--- src/rtl/snn_pkg.sv ---
// Shared SNN definitions: decoder controller states and a saturating increment
// used by several spike-processing blocks.
package snn_pkg;

  typedef enum logic [0:0] {StIdle, StAccum} decoder_state_e;

  // Operands are zero-extended to 32 bits; callers truncate back to their width.
  function automatic logic [31:0] sat_inc(input logic [31:0] value,
                                          input logic [31:0] max_value);
    return (value >= max_value) ? value : value + 32'd1;
  endfunction

endpackage

--- src/rtl/spike_rate_decoder_if.sv ---
// Result channel of the spike rate decoder: decoded fields plus valid/ready.
interface spike_rate_decoder_if #(
  parameter int unsigned COUNT_WIDTH = 8,
  parameter int unsigned LAT_WIDTH   = 4
);

  logic [COUNT_WIDTH-1:0] rate_out;
  logic [LAT_WIDTH-1:0]   first_latency;
  logic                   no_spike;
  logic                   result_valid;
  logic                   result_ready;

  modport master (
    output rate_out,
    output first_latency,
    output no_spike,
    output result_valid,
    input  result_ready
  );

  modport slave (
    input  rate_out,
    input  first_latency,
    input  no_spike,
    input  result_valid,
    output result_ready
  );

endinterface

--- src/rtl/spike_result_buffer.sv ---
// One-entry result holding register with valid/ready handshake and a sticky
// overrun flag for loads that arrive while an unaccepted result is held.
module spike_result_buffer #(
  parameter int unsigned DATA_WIDTH = 8
) (
  input  logic                  clk,
  input  logic                  reset_n,
  input  logic                  load_i,
  input  logic [DATA_WIDTH-1:0] data_i,
  input  logic                  ready_i,
  input  logic                  clear_overrun_i,
  output logic                  valid_o,
  output logic [DATA_WIDTH-1:0] data_o,
  output logic                  overrun_o
);

  logic                  valid_q, valid_d;
  logic [DATA_WIDTH-1:0] data_q, data_d;
  logic                  overrun_q, overrun_d;
  logic                  overrun_set;

  always_comb begin
    valid_d     = valid_q;
    data_d      = data_q;
    overrun_set = 1'b0;
    if (load_i) begin
      // A same-cycle transfer frees the slot, so the new result still fits.
      if (!valid_q || ready_i) begin
        valid_d = 1'b1;
        data_d  = data_i;
      end else begin
        overrun_set = 1'b1;
      end
    end else if (valid_q && ready_i) begin
      valid_d = 1'b0;
    end
    overrun_d = overrun_set | (overrun_q & ~clear_overrun_i);
  end

  always_ff @(posedge clk or negedge reset_n) begin
    if (!reset_n) begin
      valid_q   <= 1'b0;
      data_q    <= '0;
      overrun_q <= 1'b0;
    end else begin
      valid_q   <= valid_d;
      data_q    <= data_d;
      overrun_q <= overrun_d;
    end
  end

  assign valid_o   = valid_q;
  assign data_o    = data_q;
  assign overrun_o = overrun_q;

endmodule

--- src/rtl/spike_rate_decoder.sv ---
// Decodes a spike train into per-window rate (saturating count) and latency
// (index of first spike) codes, published through a one-entry result buffer.
module spike_rate_decoder
  import snn_pkg::*;
#(
  parameter int unsigned WINDOW_CYCLES = 16,
  parameter int unsigned COUNT_WIDTH   = 8
) (
  input  logic                 clk,
  input  logic                 reset_n,
  input  logic                 enable,
  input  logic                 spike_in,
  input  logic                 clear_overrun,
  output logic                 overrun,
  spike_rate_decoder_if.master res
);

  localparam int unsigned LAT_WIDTH = $clog2(WINDOW_CYCLES);
  localparam int unsigned DataWidth = COUNT_WIDTH + LAT_WIDTH + 1;
  localparam logic [31:0] CountMax  = (32'd1 << COUNT_WIDTH) - 32'd1;
  localparam logic [LAT_WIDTH-1:0] LastIdx = LAT_WIDTH'(WINDOW_CYCLES - 1);

  decoder_state_e         state_q, state_d;
  logic [LAT_WIDTH-1:0]   win_cnt_q, win_cnt_d;
  logic [COUNT_WIDTH-1:0] spk_cnt_q, spk_cnt_d;
  logic [LAT_WIDTH-1:0]   lat_q, lat_d;
  logic                   seen_q, seen_d;

  logic [COUNT_WIDTH-1:0] spk_upd;
  logic [LAT_WIDTH-1:0]   lat_upd;
  logic                   seen_upd;
  logic                   load;
  logic [DataWidth-1:0]   load_data;
  logic [DataWidth-1:0]   held_data;

  always_comb begin
    state_d   = state_q;
    win_cnt_d = '0;
    spk_cnt_d = '0;
    lat_d     = '0;
    seen_d    = 1'b0;
    load      = 1'b0;

    // Counter values including the current sample; the final cycle publishes these.
    spk_upd  = spike_in ? COUNT_WIDTH'(sat_inc(32'(spk_cnt_q), CountMax)) : spk_cnt_q;
    lat_upd  = (spike_in && !seen_q) ? win_cnt_q : lat_q;
    seen_upd = seen_q | spike_in;
    load_data = {spk_upd, (seen_upd ? lat_upd : LastIdx), ~seen_upd};

    unique case (state_q)
      StIdle: begin
        if (enable) state_d = StAccum;
      end
      StAccum: begin
        if (!enable) begin
          state_d = StIdle;
        end else if (win_cnt_q == LastIdx) begin
          load = 1'b1;
        end else begin
          win_cnt_d = win_cnt_q + LAT_WIDTH'(1);
          spk_cnt_d = spk_upd;
          lat_d     = lat_upd;
          seen_d    = seen_upd;
        end
      end
    endcase
  end

  always_ff @(posedge clk or negedge reset_n) begin
    if (!reset_n) begin
      state_q   <= StIdle;
      win_cnt_q <= '0;
      spk_cnt_q <= '0;
      lat_q     <= '0;
      seen_q    <= 1'b0;
    end else begin
      state_q   <= state_d;
      win_cnt_q <= win_cnt_d;
      spk_cnt_q <= spk_cnt_d;
      lat_q     <= lat_d;
      seen_q    <= seen_d;
    end
  end

  spike_result_buffer #(
    .DATA_WIDTH(DataWidth)
  ) u_result_buffer (
    .clk             (clk),
    .reset_n         (reset_n),
    .load_i          (load),
    .data_i          (load_data),
    .ready_i         (res.result_ready),
    .clear_overrun_i (clear_overrun),
    .valid_o         (res.result_valid),
    .data_o          (held_data),
    .overrun_o       (overrun)
  );

  assign res.rate_out      = held_data[DataWidth-1 -: COUNT_WIDTH];
  assign res.first_latency = held_data[LAT_WIDTH:1];
  assign res.no_spike      = held_data[0];

endmodule

--- src/flat_wrapper.sv ---
// flat-port wrapper written by rule: the top's interface ports become plain ports
module spike_rate_decoder_flat import snn_pkg::*;
#(
  parameter int unsigned WINDOW_CYCLES = 16,
  parameter int unsigned COUNT_WIDTH   = 8
)
  (clk, reset_n, enable, spike_in, clear_overrun, overrun, res_rate_out, res_first_latency, res_no_spike, res_result_valid, res_result_ready);
  spike_rate_decoder_if #(.COUNT_WIDTH(COUNT_WIDTH), .LAT_WIDTH(4)) res_i ();
  input  logic clk;
  input  logic reset_n;
  input  logic enable;
  input  logic spike_in;
  input  logic clear_overrun;
  output logic overrun;
  output wire logic [$bits(res_i.rate_out)-1:0] res_rate_out;
  output wire logic [$bits(res_i.first_latency)-1:0] res_first_latency;
  output wire logic [$bits(res_i.no_spike)-1:0] res_no_spike;
  output wire logic [$bits(res_i.result_valid)-1:0] res_result_valid;
  input wire logic [$bits(res_i.result_ready)-1:0] res_result_ready;
  assign res_rate_out = res_i.rate_out;
  assign res_first_latency = res_i.first_latency;
  assign res_no_spike = res_i.no_spike;
  assign res_result_valid = res_i.result_valid;
  assign res_i.result_ready = res_result_ready;
  spike_rate_decoder #(.WINDOW_CYCLES(WINDOW_CYCLES), .COUNT_WIDTH(COUNT_WIDTH)) u_core (.clk(clk), .reset_n(reset_n), .enable(enable), .spike_in(spike_in), .clear_overrun(clear_overrun), .overrun(overrun), .res(res_i));
endmodule
--- config.mk ---
export PLATFORM = sky130hd
export DESIGN_NAME = spike_rate_decoder_flat
export DESIGN_NICKNAME = d
export VERILOG_FILES = /design/src/rtl/snn_pkg.sv /design/src/rtl/spike_rate_decoder_if.sv /design/src/rtl/spike_result_buffer.sv /design/src/rtl/spike_rate_decoder.sv /design/src/flat_wrapper.sv
export SDC_FILE = /design/constraint.sdc
export NUM_CORES = 1
export LEC_CHECK = 0
export ABC_AREA = 1
export CORE_ASPECT_RATIO = 1.1
export CORE_UTILIZATION = 27
export CTS_BUF_LIST = sky130_fd_sc_hd__clkbuf_4 sky130_fd_sc_hd__clkbuf_8
export DETAILED_ROUTE_END_ITERATION = 6
export GPL_TIMING_DRIVEN = 0
export HOLD_SLACK_MARGIN = 0.05
export SLEW_MARGIN = 20
export SYNTH_ARGS = -nofsm -noshare
export SYNTH_HDL_FRONTEND = slang
export SYNTH_SLANG_ARGS = --single-unit
--- constraint.sdc ---
create_clock -name clk -period 1.3 [get_ports clk]
set_input_delay 0.195 -clock clk [delete_from_list [all_inputs] [get_ports clk]]
set_output_delay 0.195 -clock clk [all_outputs]
set_load 0.02 [all_outputs]
# After elaboration in Yosys (flattened, before gate mapping)

Index checks and enable logic that the tools add are counted.

Input port bits: 6
Bits in registers: 33
Output and inout bits: 15
Word-level logic and storage cells: 51
Bits in latches: 0
RAM bits: 0
Memories kept: 0
Memory bits (read-only): 0

Reductions and logical operators: 8
Multiplexer cells: 25
Multiply operators: 0
Equality and inequality tests: 2
$lt $le $gt $ge: 1
Bitwise operators: 5
Shifts and indexed selects: 0
Div/mod/pow operators: 0
Add/sub/neg operators: 2

Operators with widths:

| kind                                                     | count |
|---|---|
| 2-to-1 mux 8 bit                                         | 5 |
| 2-to-1 mux 4 bit                                         | 8 |
| 2-to-1 mux 1 bit                                         | 12 |
| adder 8 x 1 -> 8 bit, second input constant              | 1 |
| greater-or-equal comparator 8 bit, second input constant | 1 |
| adder 4 x 1 -> 4 bit, second input constant              | 1 |
| == test 4 bit, second input constant                     | 1 |
| AND reduction 2 bit                                      | 2 |
| logical AND 1 bit                                        | 2 |
| logical NOT 1 bit                                        | 2 |
| inequality test 2 bit, second input constant             | 1 |
| inverter 1 bit                                           | 2 |
| bitwise OR 1 bit                                         | 2 |
| nonzero test 2 bit                                       | 1 |
| bitwise AND 1 bit                                        | 1 |
| logical OR 1 bit                                         | 1 |

# Longest topological paths before layout

Gate-level depths: netlist of the first run.

Depth in word-level cells: 6
Mapped depth: 9
Gate-level depth less buffers: 9

# By module

Synthesis of the first run repeated with hierarchy kept, for this count alone.

Cell total of the unflattened synthesis: 193
Area, all modules: 1585.3 sq um

Modules (own cells, without submodules):

| module              | cells an instance | area an instance (sq um) | instances | sequential area each (sq um) |
|---|---|---|---|---|
| spike_rate_decoder  | 129               | 987.2                    | 1         | 450.4 |
| spike_result_buffer | 64                | 598.1                    | 1         | 375.4 |

# Worst setup path before layout of the first run

OpenSTA, ideal clock, no wires.

Kind: register to register
Start: register u_core.win_cnt_q[0]
End: register u_core.u_result_buffer.data_q[9] (netlist: u_core.u_result_buffer.data_o[9])
Cell stages (with the launch flop): 10
Setup time: 0.122 ns
Clock period less this slack: 1.367 ns
Arrival: 1.245 ns
Path buffers: 1
Required time: 1.178 ns
Setup slack: -0.067 ns
Cell sequence: dfrtp_1 -> ha_1 -> nand2_1 -> inv_2 -> nand3_2 -> nor2_4 -> inv_2 -> buf_6 -> nand2_1 -> o21ai_1

Word-level cells in the longest chain between the ends: 5

Ends and longest elaborated chain:

| element                              | line                      | text |
|---|---|---|
| from (decl)                          | spike_rate_decoder.sv:24  | `logic [LAT_WIDTH-1:0] win_cnt_q, win_cnt_d;` |
| from (signal assigned)               | spike_rate_decoder.sv:78  | `win_cnt_q <= win_cnt_d;` |
| == test 4 bit                        | spike_rate_decoder.sv:57  | `end else if (win_cnt_q == LastIdx) begin` |
| 2-to-1 mux 1 bit                     | spike_rate_decoder.sv:57  |  |
| 2-to-1 mux 1 bit                     | spike_rate_decoder.sv:55  | `if (!enable) begin` |
| 2-to-1 mux 1 bit                     | spike_rate_decoder.sv:50  | `unique case (state_q)` |
| AND reduction 2 bit (no source line) | n/a                       |  |
| to (signal assigned)                 | spike_result_buffer.sv:47 | `data_q <= data_d;` |
| to (decl)                            | spike_result_buffer.sv:18 | `logic [DATA_WIDTH-1:0] data_q, data_d;` |

Every way passes these cells.
A chain may end at the register's enable or synchronous reset.

# Worst setup path in the final report of the first run

Start: register u_core.win_cnt_q[1]
End: register u_core.u_result_buffer.data_q[9] (netlist: u_core.u_result_buffer.data_o[9])

The elaborated chain is that of the path after synthesis.

==> key figures, run 1 <==
Floorplan
  – Core Region: 0.00543 sq mm
  – Site Rows: 28
  – Die footprint: 0.00597 sq mm
  – IO Count: 21
  – Die Ht: 80.9 um
  – Die width: 73.8 um
  – Initial Util: 0.282

Yosys
  – Post-synthesis mux area share: 0
  – Synth Area in Simple Gates: 0.281
  – Main flop type after synthesis: dfrtp_1
  – Seq/Total Area, Yosys: 0.540
  – Post-Synthesis Cell Area: 0.00153 sq mm
  – Post-synthesis async set-or-reset flop share: 1.00
  – EDFF count, synth: 0
  – Avg Inst Size Synth: 8.36 sq um
  – Synth Area in XOR/XNOR: 0
  – Area share of fa/ha/maj cells after synthesis: 0.0164
  – Yosys cell types: 24
  – Cell count after synthesis: 183
  – Main combinational cell family by area after synthesis: simple AND/OR/NAND/NOR gates
  – Fraction of the mapped netlist area in compound gates: 0.0859
  – Yosys reg bits: 33
  – Total of warnings raised by yosys: 0
  – Post-Syn Nets: 191

Timing
  – # setup viols final: 13
  – Final hold vios: 0
  – Max Clk Rate: 0.707 GHz
  – Final min period: 1.41 ns
  – Max_slew headroom: 0.705
  – Fin. max-slew vios: 0
  – Tcrit/Tclk final: 1.09
  – Slew at the pin with the worst max-slew slack: 0.441 ns
  – Final worst slack: -0.114 ns
  – Unrepaired setup endpoints after global routing: yes
  – Post-route clock skew: 0.00523 ns
  – Hold_ws: 0.330 ns

Clocking
  – CTS H-tree depth: 2
  – Clk_lat worst skew: 0.29 ns
  – Longest Clk Path Bufs: 2
  – CTS Sinks: 33
  – Num CTS Buffers: 5
  – Clock slew at reported path FFs: 0.07 ns
  – CTS root buffer: clkbuf_8
  – CTS tree: done

Route
  – ANT nets after route: 0
  – Drc violations: 0
  – DR vias/cell: 4.25
  – Initial DRC count: 37
  – Via Count: 1288
  – DRT Pass-1 Iters: 4
  – Drt total wl: 3150 um
  – Routed length per instance: 10.4 um

Power
  – Final Power: 2030 uW
  – Pwr Density: 935 mW/mm^2
  – Leakage power total: 0.00110 uW
  – Peak VDD IR: 0.419 mV

Worst setup path
  – Class of the most critical setup path: flop to flop
  – Setup crit end kind: flop
  – CP startpoint kind: flop
  – Critical path data required time: 1.48 ns
  – Crit path DAT: 1.59 ns
  – Worst-path maximum fanout: 5

Outcome
  – Outcome: finished, violations left
  – Failing checks: setup timing

Global route
  – First-pass GRT wire length: 5510 um
  – Initial antenna violation count: 0
  – Largest net degree at the start of global routing: 23
  – Vias in the first global route: 1216
  – Total grt overflow: 0
  – Total GRT Usage: 0.123

Finish
  – Final Util: 0.400
  – Antenna diodes: 0
  – Share of layout cells above drive strength 1: 0.320
  – Fin nets: 235
  – Area grow syn2layout: 42.1%

Placed design
  – Routability cong.: 0.768
  – PortBufs: 20
  – Hpwl dp: 2100 um

Hold path
  – Worst hold path class: input port to asynchronous set/reset pin

Run
  – Max_cap viols: 0
==> state kept, by name, indices dropped and copies added (netlist names) <==
register	cells
u_core.lat_q	4
u_core.seen_q	1
u_core.spk_cnt_q	8
u_core.state_q	1
u_core.u_result_buffer.data_o	13
u_core.u_result_buffer.overrun_o	1
u_core.u_result_buffer.valid_o	1
u_core.win_cnt_q	4
==> final timing paths <==
kind	from	end	slack (ns)	cells after the start
max reg2reg	u_core.win_cnt_q[1]	u_core.u_result_buffer.data_o[9]	-0.11	9
min	reset_n	u_core.u_result_buffer.data_o[10]	0.33	2
min reg2reg	u_core.u_result_buffer.data_o[12]	u_core.u_result_buffer.data_o[12]	0.47	2
min in group clk	enable	u_core.state_q	0.40	1
max	u_core.win_cnt_q[1]	u_core.u_result_buffer.data_o[9]	-0.11	9
max in group asynchronous	reset_n	u_core.state_q	0.56	3
==> layout make-up <==
cell class                 count  area [sq um]
fill                         563          3260
sequential                    33           826
multi-input combinational    124           698
timing repair buffer          36           325
clock buffer                   7          96.3
inverter                      24          95.1
tap                           75          93.8
buffer                         3          33.8
clock inverter                 1          5.00
==> synth_stat cells (2+ instances only) <==
| master | n | area share |
|---|---|---|
| nand2_2 | 5 | 0.020 |
| nor2_1 | 18 | 0.044 |
| nand2_1 | 57 | 0.14 |
| ha_1 | 2 | 0.016 |
| o21ai_0 | 5 | 0.016 |
| nand3_1 | 9 | 0.029 |
| nor2_2 | 4 | 0.016 |
| inv_1 | 21 | 0.052 |
| o21ai_2 | 4 | 0.023 |
| dfrtp_1 | 33 | 0.54 |
| buf_6 | 2 | 0.015 |
| o21ai_1 | 6 | 0.020 |
| inv_2 | 3 | 0.0074 |
| a21oi_1 | 4 | 0.013 |
==> routing by layer <==
metal	part of all wire	GRT usage	routed length [um]
met5	0	0	0
met1	0.49	0.166	1560
met3	0.038	0.0298	119
met2	0.45	0.187	1410
met4	0.020	0.0519	62
==> where the power goes <==
group	internal, uW	switching (uW)	total, uW
Clock	478	374	852
Combinational	56.5	81.8	138
Sequential	1040	5.29	1040
==> worst max-delay path, stage by stage, from the launching register on <==
cell and delay, ns:
dfrtp_1 0.36, ha_2 0.19, nand2_2 0.08, inv_2 0.09
nand3_4 0.07, nor2_4 0.16, clkinv_4 0.11, buf_6 0.15
nand2_2 0.04, o21ai_1 0.06
==> repair_timing <==
item | in CTS | in global routing
pin swaps | 2 | 8
setup buffers | 8 | 5
resized for setup | 25 | 33
gates cloned | 2 | 0
endpoints found under the hold margin | 11 | 0
hold buffers | 1 | 0
setup endpoints to repair | 42 | 27
==> cell usage in the layout, fill, tap and decap left out, types with 2 or more instances in the layout <==
cell	n
buf_6	5
clkdlybuf4s50_1	3
nand3_1	9
nand2_4	2
dlygate4sd2_1	16
a21oi_1	3
dfrtp_1	33
clkbuf_8	7
nand2_2	21
buf_4	12
inv_1	20
nor2_1	16
nand2_1	40
inv_2	3
o21ai_2	7
ha_2	2
nor2_2	4
nor2_4	3
o21ai_1	7
==> metrics by stage <==
step	TNS [ns]	std cells	area, sq um	setup WS [ns]
5_1_grt	-2.57	303	2170	-0.210
2_1_floorplan	-0.505	183	1540	-0.0619
3_5_place_dp	-9.16	279	1860	-0.451
3_3_place_gp	-30.38	278	1840	-0.658
6_report	-1.23	303	2170	-0.114
4_1_cts	-1.23	298	2040	-0.129
==> kinds of logic (layout without fill, tap and decap cells) <==
| family | count (synthesis) | count (layout) |
|---|---|---|
| simple gates | 99 | 100 |
| buf+inv | 27 | 71 |
| flops | 33 | 33 |
| fa+ha+maj | 2 | 2 |
| compound gates | 22 | 22 |
Power figures use the tool's default switching activity.
==> run 2, diff against run 1 <==
--- a/config.mk
+++ b/config.mk
@@ -12,7 +12,8 @@
 export DETAILED_ROUTE_END_ITERATION = 6
 export GPL_TIMING_DRIVEN = 0
 export HOLD_SLACK_MARGIN = 0.05
-export SLEW_MARGIN = 20
+export SLEW_MARGIN = 10
 export SYNTH_ARGS = -nofsm -noshare
 export SYNTH_HDL_FRONTEND = slang
 export SYNTH_SLANG_ARGS = --single-unit
+export TNS_END_PERCENT = 100
==> key figures, run 2 (synthesized netlist as in run 1, its figures left out) <==
Worst setup path
  – Crit path launch: u_core.win_cnt_q[0]
  – Critical Path Sink: u_core.u_result_buffer.data_o[2]
  – Worst reg2reg startpoint: u_core.win_cnt_q[0]
  – Worst-path maximum fanout: 6
  – Class of the most critical setup path: flop to flop
  – CP startpoint kind: flop
  – Reg2reg end: u_core.u_result_buffer.data_o[2]
  – Setup crit end kind: flop
  – Crit path DAT: 1.59 ns
  – Flop-to-flop setup slack: -0.11 ns
  – Critical path data required time: 1.48 ns
  – R2R cell count: 9

Timing
  – Max Clk Rate: 0.707 GHz
  – Slew at the pin with the worst max-slew slack: 0.719 ns
  – Unrepaired setup endpoints after global routing: yes
  – Final hold vios: 0
  – Setup TNS Final: -1.38 ns
  – Final worst slack: -0.115 ns
  – Final min period: 1.41 ns
  – Post-route clock skew: 0.00682 ns
  – # setup viols final: 15
  – Tcrit/Tclk final: 1.09
  – Fin. max-slew vios: 0
  – Hold_ws: 0.392 ns
  – Max_slew headroom: 0.521

Power
  – Leakage power total: 0.00113 uW
  – Clk network pwr share: 0.423
  – Pwr Density: 917 mW/mm^2
  – Internal power: 1570 uW
  – Sequential Power Share: 0.514
  – Switching pwr: 466 uW
  – Peak VDD IR: 0.487 mV
  – Sw frac: 0.229
  – Logic pwr share: 0.064

Outcome
  – Failing checks: setup timing
  – Outcome: finished, violations left

Placed design
  – Post-placement worst setup slack: -0.457 ns
  – Routability cong.: 0.768
  – PortBufs: 20
  – Hpwl dp: 2010 um
  – DP Area: 0.00183 sq mm

Floorplan
  – IO Count: 21
  – Die Ht: 80.9 um
  – Initial Util: 0.282
  – Die width: 73.8 um
  – Site Rows: 28
  – Core Region: 0.00543 sq mm
  – Die footprint: 0.00597 sq mm

Finish
  – Design area: 0.00222 sq mm
  – Final Util: 0.408
  – Share of layout cells above drive strength 1: 0.330
  – Area grow syn2layout: 44.9%
  – Area of the multi-input gates: 697 sq um
  – Fin nets: 240
  – Most frequent cells in the layout: nand2_1, dfrtp_1, inv_1
  – Largest register FFs: 13
  – Most common cell after layout, fill and taps aside: nand2_1
  – Layout filler cell count: 548
  – Sequential Area: 826 sq um
  – Antenna diodes: 0

Global route
  – Total grt overflow: 0
  – Initial antenna violation count: 0
  – First-pass GRT wire length: 5500 um
  – Total GRT Usage: 0.123
  – Largest net degree at the start of global routing: 34
  – Vias in the first global route: 1229

Route
  – Drt total wl: 3500 um
  – Initial DRC count: 47
  – DRT Pass-1 Iters: 4
  – DR vias/cell: 4.23
  – Drc violations: 0
  – Via Count: 1304
  – Routed length per instance: 11.4 um
  – ANT nets after route: 0

Clocking
  – Num CTS Buffers: 5
  – Clock slew at reported path FFs: 0.07 ns
  – CTS root buffer: clkbuf_8
  – CTS Sinks: 33
  – Clk_lat worst skew: 0.29 ns
  – CTS H-tree depth: 2
  – CTS tree: done
  – Longest Clk Path Bufs: 2

Run
  – Max_cap viols: 0

Hold path
  – Worst hold path class: input port to flop
run 2: cell type report:
class	instances	area share
clock inverter	1	0.00226
sequential	33	0.373
tap	75	0.0423
multi-input combinational	124	0.315
buffer	3	0.0169
inverter	24	0.0418
timing repair buffer	41	0.166
clock buffer	7	0.0435
run 2: timing repair:
item	4_1_cts	5_1_grt
gates cloned	1	2
endpoints found under the hold margin	33	0
hold buffers	1	0
buffers inserted	8	10
pin swaps	2	7
resized for setup	26	33
endpoints found under the setup margin	42	27
run 2: routing by layer:
layer  wire [um]  up-vias  GRT usage
met5           0        -          0
met4          48        0     0.0519
met3         126        6     0.0422
met2        1650       19      0.186
met1        1680      610      0.159
li1            -      669          -
run 2: worst max-delay path: stages (launching register included):
cell and delay (ns):
dfrtp_1 0.36, ha_2 0.19, nand2_2 0.06, inv_2 0.08
nand3_4 0.07, nor2_4 0.18, inv_4 0.09, clkbuf_16 0.17
nand2_2 0.05, nand2_1 0.04
run 2: power by group through the flow:
| stage | registers (uW) | clock network [uW] | logic, uW |
|---|---|---|---|
| floorplan | 1060 | 0 | 55.5 |
| global placement | 1060 | 0 | 106 |
| detailed placement | 1060 | 0 | 106 |
| CTS | 1040 | 881 | 121 |
| global route | 1040 | 930 | 147 |
| finish | 1040 | 858 | 129 |
run 2: worst min path at each step:
stage                                                 from                               end  cells past startpoint
after global routing                                enable                    u_core.state_q                      1
after floorplan                                    reset_n                   u_core.lat_q[0]                      0
after detailed placement                           reset_n  u_core.u_result_buffer.overrun_o                      1
after CTS                                           enable                    u_core.state_q                      1
after global placement    u_core.u_result_buffer.data_o[2]  u_core.u_result_buffer.data_o[2]                      2
final                                               enable                    u_core.state_q                      1
run 2: per-stage QoR:
step,total power (uW),cells
floorplan,1120,183
global placement,1170,278
detailed placement,1170,278
CTS,2040,296
global route,2120,308
finish,2030,308
